<file path="src/rtl/morse_pkg.sv">
`default_nettype none
// +--------------------------------------------------------------------------+
// | morse_pkg                                                                |
// | Shared letter codes, symbol values, run lengths and FSM encoding for the |
// | Morse letter decoder.                                                    |
// | Revision: 1.0                                                            |
// +--------------------------------------------------------------------------+
package morse_pkg;

   localparam logic [2:0] LETTER_A = 3'd0;
   localparam logic [2:0] LETTER_B = 3'd1;
   localparam logic [2:0] LETTER_C = 3'd2;
   localparam logic [2:0] LETTER_D = 3'd3;
   localparam logic [2:0] LETTER_E = 3'd4;
   localparam logic [2:0] LETTER_F = 3'd5;
   localparam logic [2:0] LETTER_G = 3'd6;
   localparam logic [2:0] LETTER_H = 3'd7;

   localparam logic       SYM_DOT  = 1'b0;
   localparam logic       SYM_DASH = 1'b1;

   localparam logic [2:0] MAX_SYMBOLS = 3'd4;
   localparam logic [2:0] DOT_LEN     = 3'd1;
   localparam logic [2:0] DASH_LEN    = 3'd3;
   localparam logic [2:0] MARK_SAT    = 3'd4;
   localparam logic [1:0] LETTER_GAP  = 2'd3;

   typedef enum logic [1:0] {
      ST_IDLE   = 2'd0,
      ST_MARK   = 2'd1,
      ST_SPACE  = 2'd2,
      ST_DECODE = 2'd3
   } state_t;

endpackage
`default_nettype wire

</file>
<file path="src/rtl/morse_symbol_lookup.sv">
`default_nettype none
// +--------------------------------------------------------------------------+
// | morse_symbol_lookup                                                      |
// | Maps a symbol count and MSB-first dot/dash pattern to a letter A-H.      |
// | Revision: 1.0                                                            |
// +--------------------------------------------------------------------------+
module morse_symbol_lookup
   import morse_pkg::*;
(
   input  logic [2:0] i_sym_cnt,
   input  logic [3:0] i_pattern,
   output logic [2:0] o_letter,
   output logic       o_match
);

   // The pattern is right-aligned: only the low i_sym_cnt bits are significant.
   always_comb begin
      o_letter = LETTER_A;
      o_match  = 1'b0;
      case (i_sym_cnt)
         3'd1: begin
            if (i_pattern[0] == SYM_DOT) begin
               o_letter = LETTER_E;
               o_match  = 1'b1;
            end
         end
         3'd2: begin
            if (i_pattern[1:0] == 2'b01) begin
               o_letter = LETTER_A;
               o_match  = 1'b1;
            end
         end
         3'd3: begin
            case (i_pattern[2:0])
               3'b100:  begin o_letter = LETTER_D; o_match = 1'b1; end
               3'b110:  begin o_letter = LETTER_G; o_match = 1'b1; end
               default: ;
            endcase
         end
         3'd4: begin
            case (i_pattern)
               4'b1000: begin o_letter = LETTER_B; o_match = 1'b1; end
               4'b1010: begin o_letter = LETTER_C; o_match = 1'b1; end
               4'b0010: begin o_letter = LETTER_F; o_match = 1'b1; end
               4'b0000: begin o_letter = LETTER_H; o_match = 1'b1; end
               default: ;
            endcase
         end
         default: ;
      endcase
   end

endmodule
`default_nettype wire

</file>
<file path="src/rtl/morse_decoder.sv">
`default_nettype none
// +--------------------------------------------------------------------------+
// | morse_decoder                                                            |
// | Run-length decodes a strobed dot/dash line into letters A-H.             |
// | Optional error pulse output enabled by MORSE_DECODER_ERROR_EN.           |
// | Revision: 1.0                                                            |
// +--------------------------------------------------------------------------+
module morse_decoder
   import morse_pkg::*;
#(
   parameter int CLOCK_FREQUENCY = 50000000,
   parameter int TIMEOUT_CYCLES  = CLOCK_FREQUENCY
) (
   input  logic       ClockIn,
   input  logic       Resetn,
   input  logic       DotDashIn,
   input  logic       NewBitIn,
   output logic [2:0] LetterOut,
   output logic       LetterValid,
   output logic       ErrorOut
);

   localparam logic [30:0] c_idle_last = 31'(TIMEOUT_CYCLES - 1);

   state_t      r_state,      w_state;
   logic [2:0]  r_mark_cnt,   w_mark_cnt;
   logic [1:0]  r_space_cnt,  w_space_cnt;
   logic [3:0]  r_pattern,    w_pattern;
   logic [2:0]  r_sym_cnt,    w_sym_cnt;
   logic        r_bad,        w_bad;
   logic [30:0] r_idle,       w_idle;
   logic        r_pend_valid, w_pend_valid;
   logic [2:0]  r_pend_letter;
   logic        w_busy, w_expire, w_run_end;
   logic [2:0]  w_letter;
   logic        w_match;
`ifdef MORSE_DECODER_ERROR_EN
   logic        r_pend_error, w_pend_error;
`endif

   morse_symbol_lookup u_lookup (
      .i_sym_cnt (r_sym_cnt),
      .i_pattern (r_pattern),
      .o_letter  (w_letter),
      .o_match   (w_match)
   );

   always_ff @(posedge ClockIn or negedge Resetn) begin
      if (!Resetn) begin
         r_state       <= ST_IDLE;
         r_mark_cnt    <= '0;
         r_space_cnt   <= '0;
         r_pattern     <= '0;
         r_sym_cnt     <= '0;
         r_bad         <= 1'b0;
         r_idle        <= '0;
         r_pend_valid  <= 1'b0;
         r_pend_letter <= '0;
         LetterOut     <= '0;
         LetterValid   <= 1'b0;
`ifdef MORSE_DECODER_ERROR_EN
         r_pend_error  <= 1'b0;
         ErrorOut      <= 1'b0;
`endif
      end else begin
         r_state       <= w_state;
         r_mark_cnt    <= w_mark_cnt;
         r_space_cnt   <= w_space_cnt;
         r_pattern     <= w_pattern;
         r_sym_cnt     <= w_sym_cnt;
         r_bad         <= w_bad;
         r_idle        <= w_idle;
         r_pend_valid  <= w_pend_valid;
         r_pend_letter <= w_letter;
         LetterValid   <= r_pend_valid;
         if (r_pend_valid) begin
            LetterOut <= r_pend_letter;
         end
`ifdef MORSE_DECODER_ERROR_EN
         r_pend_error  <= w_pend_error;
         ErrorOut      <= r_pend_error;
`endif
      end
   end

`ifndef MORSE_DECODER_ERROR_EN
   assign ErrorOut = 1'b0;
`endif

   always_comb begin
      w_state      = r_state;
      w_mark_cnt   = r_mark_cnt;
      w_space_cnt  = r_space_cnt;
      w_pattern    = r_pattern;
      w_sym_cnt    = r_sym_cnt;
      w_bad        = r_bad;
      w_pend_valid = 1'b0;
      w_run_end    = 1'b0;
`ifdef MORSE_DECODER_ERROR_EN
      w_pend_error = 1'b0;
`endif
      // Idle counter only advances mid-letter; any strobe resets it and wins over expiry.
      w_busy   = (r_state == ST_MARK) || (r_state == ST_SPACE);
      w_expire = w_busy && !NewBitIn && (r_idle == c_idle_last);
      w_idle   = (w_busy && !NewBitIn) ? r_idle + 31'd1 : '0;

      case (r_state)
         ST_IDLE: begin
            if (NewBitIn && DotDashIn) begin
               w_state    = ST_MARK;
               w_mark_cnt = 3'd1;
               w_sym_cnt  = '0;
               w_pattern  = '0;
               w_bad      = 1'b0;
            end
         end
         ST_MARK: begin
            if (NewBitIn) begin
               if (DotDashIn) begin
                  if (r_mark_cnt != MARK_SAT) begin
                     w_mark_cnt = r_mark_cnt + 3'd1;
                  end
               end else begin
                  w_run_end   = 1'b1;
                  w_state     = ST_SPACE;
                  w_space_cnt = 2'd1;
               end
            end else if (w_expire) begin
               w_run_end = 1'b1;
               w_state   = ST_DECODE;
            end
         end
         ST_SPACE: begin
            if (NewBitIn) begin
               if (!DotDashIn) begin
                  w_space_cnt = r_space_cnt + 2'd1;
                  if (w_space_cnt == LETTER_GAP) begin
                     w_state = ST_DECODE;
                  end
               end else begin
                  if (r_space_cnt == 2'd2) begin
                     w_bad = 1'b1;
                  end
                  w_state    = ST_MARK;
                  w_mark_cnt = 3'd1;
               end
            end else if (w_expire) begin
               w_state = ST_DECODE;
            end
         end
         ST_DECODE: begin
            w_state      = ST_IDLE;
            w_pend_valid = !r_bad && w_match;
`ifdef MORSE_DECODER_ERROR_EN
            w_pend_error = r_bad || !w_match;
`endif
         end
         default: w_state = ST_IDLE;
      endcase

      // A finished mark run becomes one symbol; a fifth symbol only marks the letter bad.
      if (w_run_end) begin
         if ((r_mark_cnt != DOT_LEN) && (r_mark_cnt != DASH_LEN)) begin
            w_bad = 1'b1;
         end
         if (r_sym_cnt == MAX_SYMBOLS) begin
            w_bad = 1'b1;
         end else begin
            w_pattern = {r_pattern[2:0], (r_mark_cnt == DASH_LEN) ? SYM_DASH : SYM_DOT};
            w_sym_cnt = r_sym_cnt + 3'd1;
         end
      end
   end

endmodule
`default_nettype wire

</file>
<file path="config.mk">
export PLATFORM = sky130hd
export DESIGN_NAME = morse_decoder
export DESIGN_NICKNAME = d
export VERILOG_FILES = /design/src/rtl/morse_pkg.sv /design/src/rtl/morse_symbol_lookup.sv /design/src/rtl/morse_decoder.sv
export SDC_FILE = /design/constraint.sdc
export NUM_CORES = 1
export LEC_CHECK = 0
export CAP_MARGIN = 15
export CORE_ASPECT_RATIO = 0.8
export CORE_UTILIZATION = 55
export CTS_CLUSTER_SIZE = 16
export DETAILED_ROUTE_END_ITERATION = 10
export PLACE_DENSITY = 0.83
export SLEW_MARGIN = 0
export SYNTH_ARGS = -nofsm -noshare
export SYNTH_HDL_FRONTEND = slang
export SYNTH_SLANG_ARGS = --single-unit
</file>
<file path="constraint.sdc">
create_clock -name ClockIn -period 1.75 [get_ports ClockIn]
set_input_delay 0.2625 -clock ClockIn [delete_from_list [all_inputs] [get_ports ClockIn]]
set_output_delay 0.2625 -clock ClockIn [all_outputs]
set_load 0.1 [all_outputs]
</file>
==> results.py, run 1 <==
metrics = {
    "timing": {
        "fmaxAchievable_ghz": 0.539,
        "worst_slack_ns": -0.104,
        "period_needed_ns": 1.85,
        "finalSetupViolations": 8,
        "fin_crit_sh_pct": 106,
        "slew_viol_final": 0,
        "fin_tns_setup_ns": -0.419,
        "fin_skew_ns": 0.00777,
        "rsz0062_at_grt": "true",
        "final-hold-violation-count": 0,
    },
    "floorplanning": {
        "die_h_um": 67.4,
        "core-area_sq_mm": 0.00506,
        "core.rowCount": 23,
        "initial_utilization_pct": 58.1,
        "die_x_um": 83.8,
        "die-area_sq_mm": 0.00565,
        "num_io_pins": 9,
    },
    "status": {
        "violations": "negative setup slack",
        "status": "finished, violations left",
    },
    "place": {
        "gp_congestion": 0.834,
        "placement.io_buffers": 7,
        "place_hpwl_mm": 4.03,
    },
    "global_routing": {
        "grt_start_max_net_pins": 55,
        "grt_pass1_vias": 2046,
        "grt_overflow": 0,
        "grt_pass1_wl_mm": 9.58,
        "track_usage_pct": 21.9,
        "grt_antenna_before_repair": 0,
    },
    "yosys": {
        "synth.distinct_cells": 46,
        "syn_nets": 319,
        "ys_warn_count": 0,
        "ys_async_sr_fraction_pct": 100,
        "synth-seq-cells": 54,
        "synth_edf_count": 0,
        "yosysSeqAreaShare_pct": 45.9,
        "avgSynthCellArea_sq_um": 9.84,
        "synth_area_sq_mm": 0.00294,
        "postSynthCellCount": 299,
        "synth_flop_cell": "dfrtp_1",
    },
    "cts": {
        "htreeDepth": 2,
        "cts_made_buffers": 5,
        "insertion_delay_ns": 0.31,
        "clkTransAtPathRegs_ns": 0.10,
        "cts_max_path_buffers": 2,
        "root_buffer": "clkbuf_8",
        "cts_tree": "done",
        "clock_sink_count": 54,
    },
    "flow_run": {
        "maxCapViolCount": 0,
    },
    "hold_path": {
        "hold_path_class": "primary input to asynchronous set/reset pin",
    },
    "route": {
        "viasPerCell": 5.59,
        "drt_iter0_markers": 146,
        "wl_per_cell_um": 15.4,
        "drc": 0,
        "vias": 2263,
        "drt-total-wl_mm": 6.24,
        "ant_nets": 0,
        "firstDrtPassIters": 4,
    },
    "worst_setup_path": {
        "r2r_slack_ns": -0.10,
        "critical_path_arrival_ns": 2.09,
        "critPathKind": "flop to flop",
        "rr_endpoint": "r_mark_cnt[2]",
        "critPathMaxFanout": 2,
        "worstPathRequired_ns": 1.99,
        "reg2reg_depth": 7,
        "worst_setup_path_start_kind": "flop",
        "cp-end-kind": "flop",
        "worstReg2RegStart": "r_state[1]",
    },
    "final_layout": {
        "nNetsFinal": 362,
        "layout-drive-gt1-share_pct": 23.3,
        "final_core_util_pct": 70.5,
        "layout_commonest_cell": "dfrtp_1",
        "layout_common_cells": "dfrtp_1, buf_4, nor2_1, nand2_1, xor2_1",
        "antennaDiodeCount": 0,
        "syn_to_final_growth_pct": 21.4,
        "n_fill_cell": 356,
    },
    "power_and_ir_drop": {
        "peakVddDrop_v": 0.00100,
        "p_leak_nw": 1.62,
        "p_per_area_mw_per_mm2": 1190,
    },
}
[worst max path at each step]
stage | slack [ns] | start | endpoint
after global routing | -0.17 | r_state[1] | r_mark_cnt[2]
after floorplan | -0.004 | r_state[1] | flop
final | -0.10 | r_state[1] | r_mark_cnt[2]
after CTS | -0.1 | r_state[1] | flop
after global placement | -0.19 | NewBitIn | flop
after detailed placement | -0.24 | NewBitIn | flop
[state kept, by name, summed over array words and instances, names as in the netlist, named ones only]
register,count
r_pattern,4
LetterValid,1
r_idle,31
r_mark_cnt,3
LetterOut,3
r_state,2
r_pend_valid,1
r_pend_letter,3
r_space_cnt,2
r_sym_cnt,2
r_bad,1
[kinds of logic after synthesis]
kind of cell    count (synthesis)  share of synthesized area [%]
compound gates                 30                           6.64
other cells                     1                          0.127
flops                          54                           45.9
fa+ha+maj                      16                           6.81
xor+xnor                       27                           8.04
buf+inv                        26                           3.96
mux                            13                           4.59
simple gates                  132                           23.9
[critical path: stages (launching register included)]
cell and delay, ns:
dfrtp_1 0.41, buf_4 0.15, ha_2 0.17, or2_1 0.21
a21oi_2 0.18, nor2_2 0.08, or4b_1 0.50, o21ai_1 0.09
[synthesized netlist by cell type, types with 2 or more instances]
cell | number | area [sq um]
nor2b_1 | 2 | 12.5
mux2_2 | 4 | 45.0
ha_1 | 16 | 200
xor2_1 | 15 | 131
and2_1 | 3 | 18.8
nand3_1 | 10 | 50.1
nor3_1 | 5 | 25.0
o21ai_0 | 8 | 40.0
nand2b_1 | 5 | 31.3
clkbuf_2 | 2 | 10.0
buf_4 | 3 | 22.5
and4_1 | 7 | 61.3
a21oi_1 | 9 | 45.0
xnor2_1 | 12 | 105
dfrtp_1 | 54 | 1350
nand4_1 | 8 | 50.1
o2bb2ai_1 | 2 | 17.5
mux2i_1 | 9 | 90.1
clkbuf_1 | 2 | 7.51
and3_1 | 6 | 37.5
nand2_1 | 31 | 116
nor2_1 | 37 | 139
a31oi_1 | 3 | 18.8
a21o_1 | 2 | 15.0
buf_2 | 4 | 20.0
inv_1 | 15 | 56.3
nor4_1 | 6 | 37.5
[where the power goes]
part	switching (mW)	leakage [nW]	internal, mW	total (mW)
Clock	0.422	0.0478	0.327	0.749
Combinational	1.04	0.838	0.862	1.90
Sequential	0.173	0.737	1.44	1.61
[area by class of cell]
type	instances	area [sq um]	area share [%]
clock buffers	6	82.6	2.31
clock inverters	2	16.3	0.456
inverters	15	56.3	1.58
multi-input cells	219	1560	43.7
flip-flops and latches	54	1350	37.9
well taps	62	77.6	2.17
repair buffers	47	424	11.9
[metal layers]
metal	wire, um	global-route usage, %	vias to the layer above	part of all wire [%]
met5	0	0	-	0
met4	114	5.30	0	1.8
met3	183	5.75	14	2.9
met2	2910	35.6	43	47
met1	3030	29.7	1095	49
li1	-	-	1111	-
[what timing repair did]
action / 4_1_cts / 5_1_grt
resized for setup: 5 / 13
setup endpoints to repair: 13 / 24
endpoints found under the hold margin: 54 / 0
hold buffers: 1 / 0
setup buffers: 4 / 3
pin swaps: 6 / 7
[metrics by stage]
step                      hold WS [ns]  total power [mW]  instances  setup slack (ns)  cell area [sq um]
after global placement           0.278              3.19        389            -0.186               3340
after detailed placement         0.279              3.27        389            -0.243               3340
after floorplan                -0.0331              2.67        299          -0.00415               2970
after global routing             0.479              4.52        405            -0.167               3570
final                            0.466              4.26        405            -0.104               3570
after CTS                        0.472              4.13        402           -0.0960               3490
Note: power is estimated with default switching activity, not from simulation.
==> inputs of run 2 (changes only) <==
Settings changed: CORE_UTILIZATION 55 to 40, MAX_ROUTING_LAYER set to met4, PLACE_DENSITY 0.83 to unset.
==> results.py, run 2 (synthesized netlist as in run 1, its figures left out) <==
metrics = {
    "power_and_ir_drop": {
        "peakVddDrop_v": 0.000760,
        "p_int_mw": 2.69,
        "comb_power_share_pct": 40.9,
        "p_leak_nw": 1.66,
        "finalPower_mw": 4.21,
        "p_sw_mw": 1.52,
        "p_seq_share_pct": 38.3,
        "p_per_area_mw_per_mm2": 1160,
        "pwr-share-clk_pct": 20.7,
        "switching_share_pct": 36.2,
    },
    "cts": {
        "root_buffer": "clkbuf_8",
        "clock_sink_count": 54,
        "cts_made_buffers": 5,
        "insertion_delay_ns": 0.32,
        "htreeDepth": 2,
        "cts_tree": "done",
        "clkTransAtPathRegs_ns": 0.11,
        "cts_max_path_buffers": 2,
    },
    "worst_setup_path": {
        "reg2reg_depth": 7,
        "worstReg2RegStart": "r_state[1]",
        "worst_setup_path_start_kind": "flop",
        "worstPathRequired_ns": 1.97,
        "r2r_slack_ns": -0.07,
        "critPathMaxFanout": 3,
        "cp-startpoint": "r_state[1]",
        "critical_path_arrival_ns": 2.04,
        "cp-end-kind": "flop",
        "critPathKind": "flop to flop",
    },
    "final_layout": {
        "layout_common_cells": "dfrtp_1, buf_4, nor2_1, nand2_1, xor2_1",
        "antennaDiodeCount": 0,
        "largest_reg_flops": 31,
        "fin_area_sq_mm": 0.00362,
        "layout-drive-gt1-share_pct": 23.1,
        "nNetsFinal": 366,
        "syn_to_final_growth_pct": 23.0,
        "top_regs": "r_idle (31), r_pattern (4)",
        "top_register": "r_idle",
        "layout_commonest_cell": "dfrtp_1",
    },
    "status": {
        "violations": "negative setup slack",
        "status": "finished, violations left",
    },
    "route": {
        "drc": 0,
        "firstDrtPassIters": 4,
        "viasPerCell": 5.04,
        "drt_iter0_markers": 92,
        "wl_per_cell_um": 13.0,
        "ant_nets": 0,
        "vias": 2186,
        "drt-total-wl_mm": 5.64,
    },
    "floorplanning": {
        "core-area_sq_mm": 0.00699,
        "die_x_um": 97.9,
        "die-area_sq_mm": 0.00770,
        "core.rowCount": 27,
        "initial_utilization_pct": 42.1,
        "die_h_um": 78.7,
        "num_io_pins": 9,
    },
    "global_routing": {
        "track_usage_pct": 16.9,
        "grt_pass1_vias": 2084,
        "grt_overflow": 0,
        "grt_pass1_wl_mm": 9.91,
        "grt_start_max_net_pins": 29,
        "grt_antenna_before_repair": 0,
    },
    "timing": {
        "fmaxAchievable_ghz": 0.550,
        "rsz0062_at_grt": "true",
        "fin_tns_setup_ns": -0.372,
        "worst_slack_ns": -0.0677,
        "fin_skew_ns": 0.0109,
        "finalSetupViolations": 8,
        "final-hold-violation-count": 0,
        "slew_viol_final": 0,
        "period_needed_ns": 1.82,
        "fin_crit_sh_pct": 104,
    },
    "place": {
        "placement.io_buffers": 7,
        "dpl_cell_area_sq_mm": 0.00343,
        "place_hpwl_mm": 4.21,
        "gp_congestion": 0.790,
    },
    "flow_run": {
        "maxCapViolCount": 0,
    },
    "hold_path": {
        "hold_path_class": "primary input to asynchronous set/reset pin",
    },
}
## run 2: cell count changes in the layout (fill, tap and decap cells not counted), sizes merged
cell,previous run,this run
buf,44,48
clkinvlp,1,0
bufinv,0,1
clkbuf,6,5
clkinv,0,1
## run 2: cell type report
cell class | count | area, sq um
timing repair buffer | 51 | 450
fill | 619 | 3380
clock buffer | 5 | 68.8
inverter | 15 | 56.3
tap | 87 | 109
sequential | 54 | 1350
clock inverter | 3 | 47.5
multi-input combinational | 219 | 1530
## run 2: power groups by stage
stage	clock [mW]	combinational [mW]	sequential [mW]
after floorplan	0	0.932	1.74
after global placement	0	1.67	1.63
after detailed placement	0	1.69	1.63
after CTS	0.906	1.73	1.61
after global routing	0.959	1.91	1.64
final	0.873	1.72	1.61
## run 2: repair_timing
item / in CTS / in global routing
setup buffers: 1 / 2
endpoints found under the setup margin: 11 / 26
hold endpoints to repair: 18 / 0
pin swaps: 2 / 6
hold buffers: 1 / 0
resized for setup: 4 / 8
## run 2: critical path, stage by stage, from the launching register on
cell     delay [ns]
dfrtp_1        0.42
inv_2          0.07
ha_4           0.28
nor4b_4        0.19
nand4_2        0.15
o31ai_4        0.27
nand2_1        0.11
a31o_2         0.24
## run 2: layer usage
metal	GRT usage (%)	wire, um	vias to the layer above
met5	-	0	-
met4	6.21	76	0
met3	2.99	149	6
met2	24.0	2290	25
met1	24.0	3120	1035
li1	-	-	1120
## run 2: through the flow
step           hold slack [ns]  util, %  setup WS [ns]  cells
4_1_cts                  0.435     51.2        -0.0695    432
3_3_place_gp             0.244     49.1         -0.202    422
2_1_floorplan          -0.0331        -       -0.00415    299
5_1_grt                  0.460     51.7         -0.153    434
6_report                 0.424     51.7        -0.0677    434
3_5_place_dp             0.249     49.1         -0.245    422
## run 2: worst min-delay path by stage
stage,start,endpoint
CTS,Resetn,r_idle[5]
global route,Resetn,r_idle[4]
floorplan,Resetn,LetterOut[0]
finish,Resetn,r_idle[4]
global placement,Resetn,r_idle[5]
detailed placement,Resetn,r_idle[4]
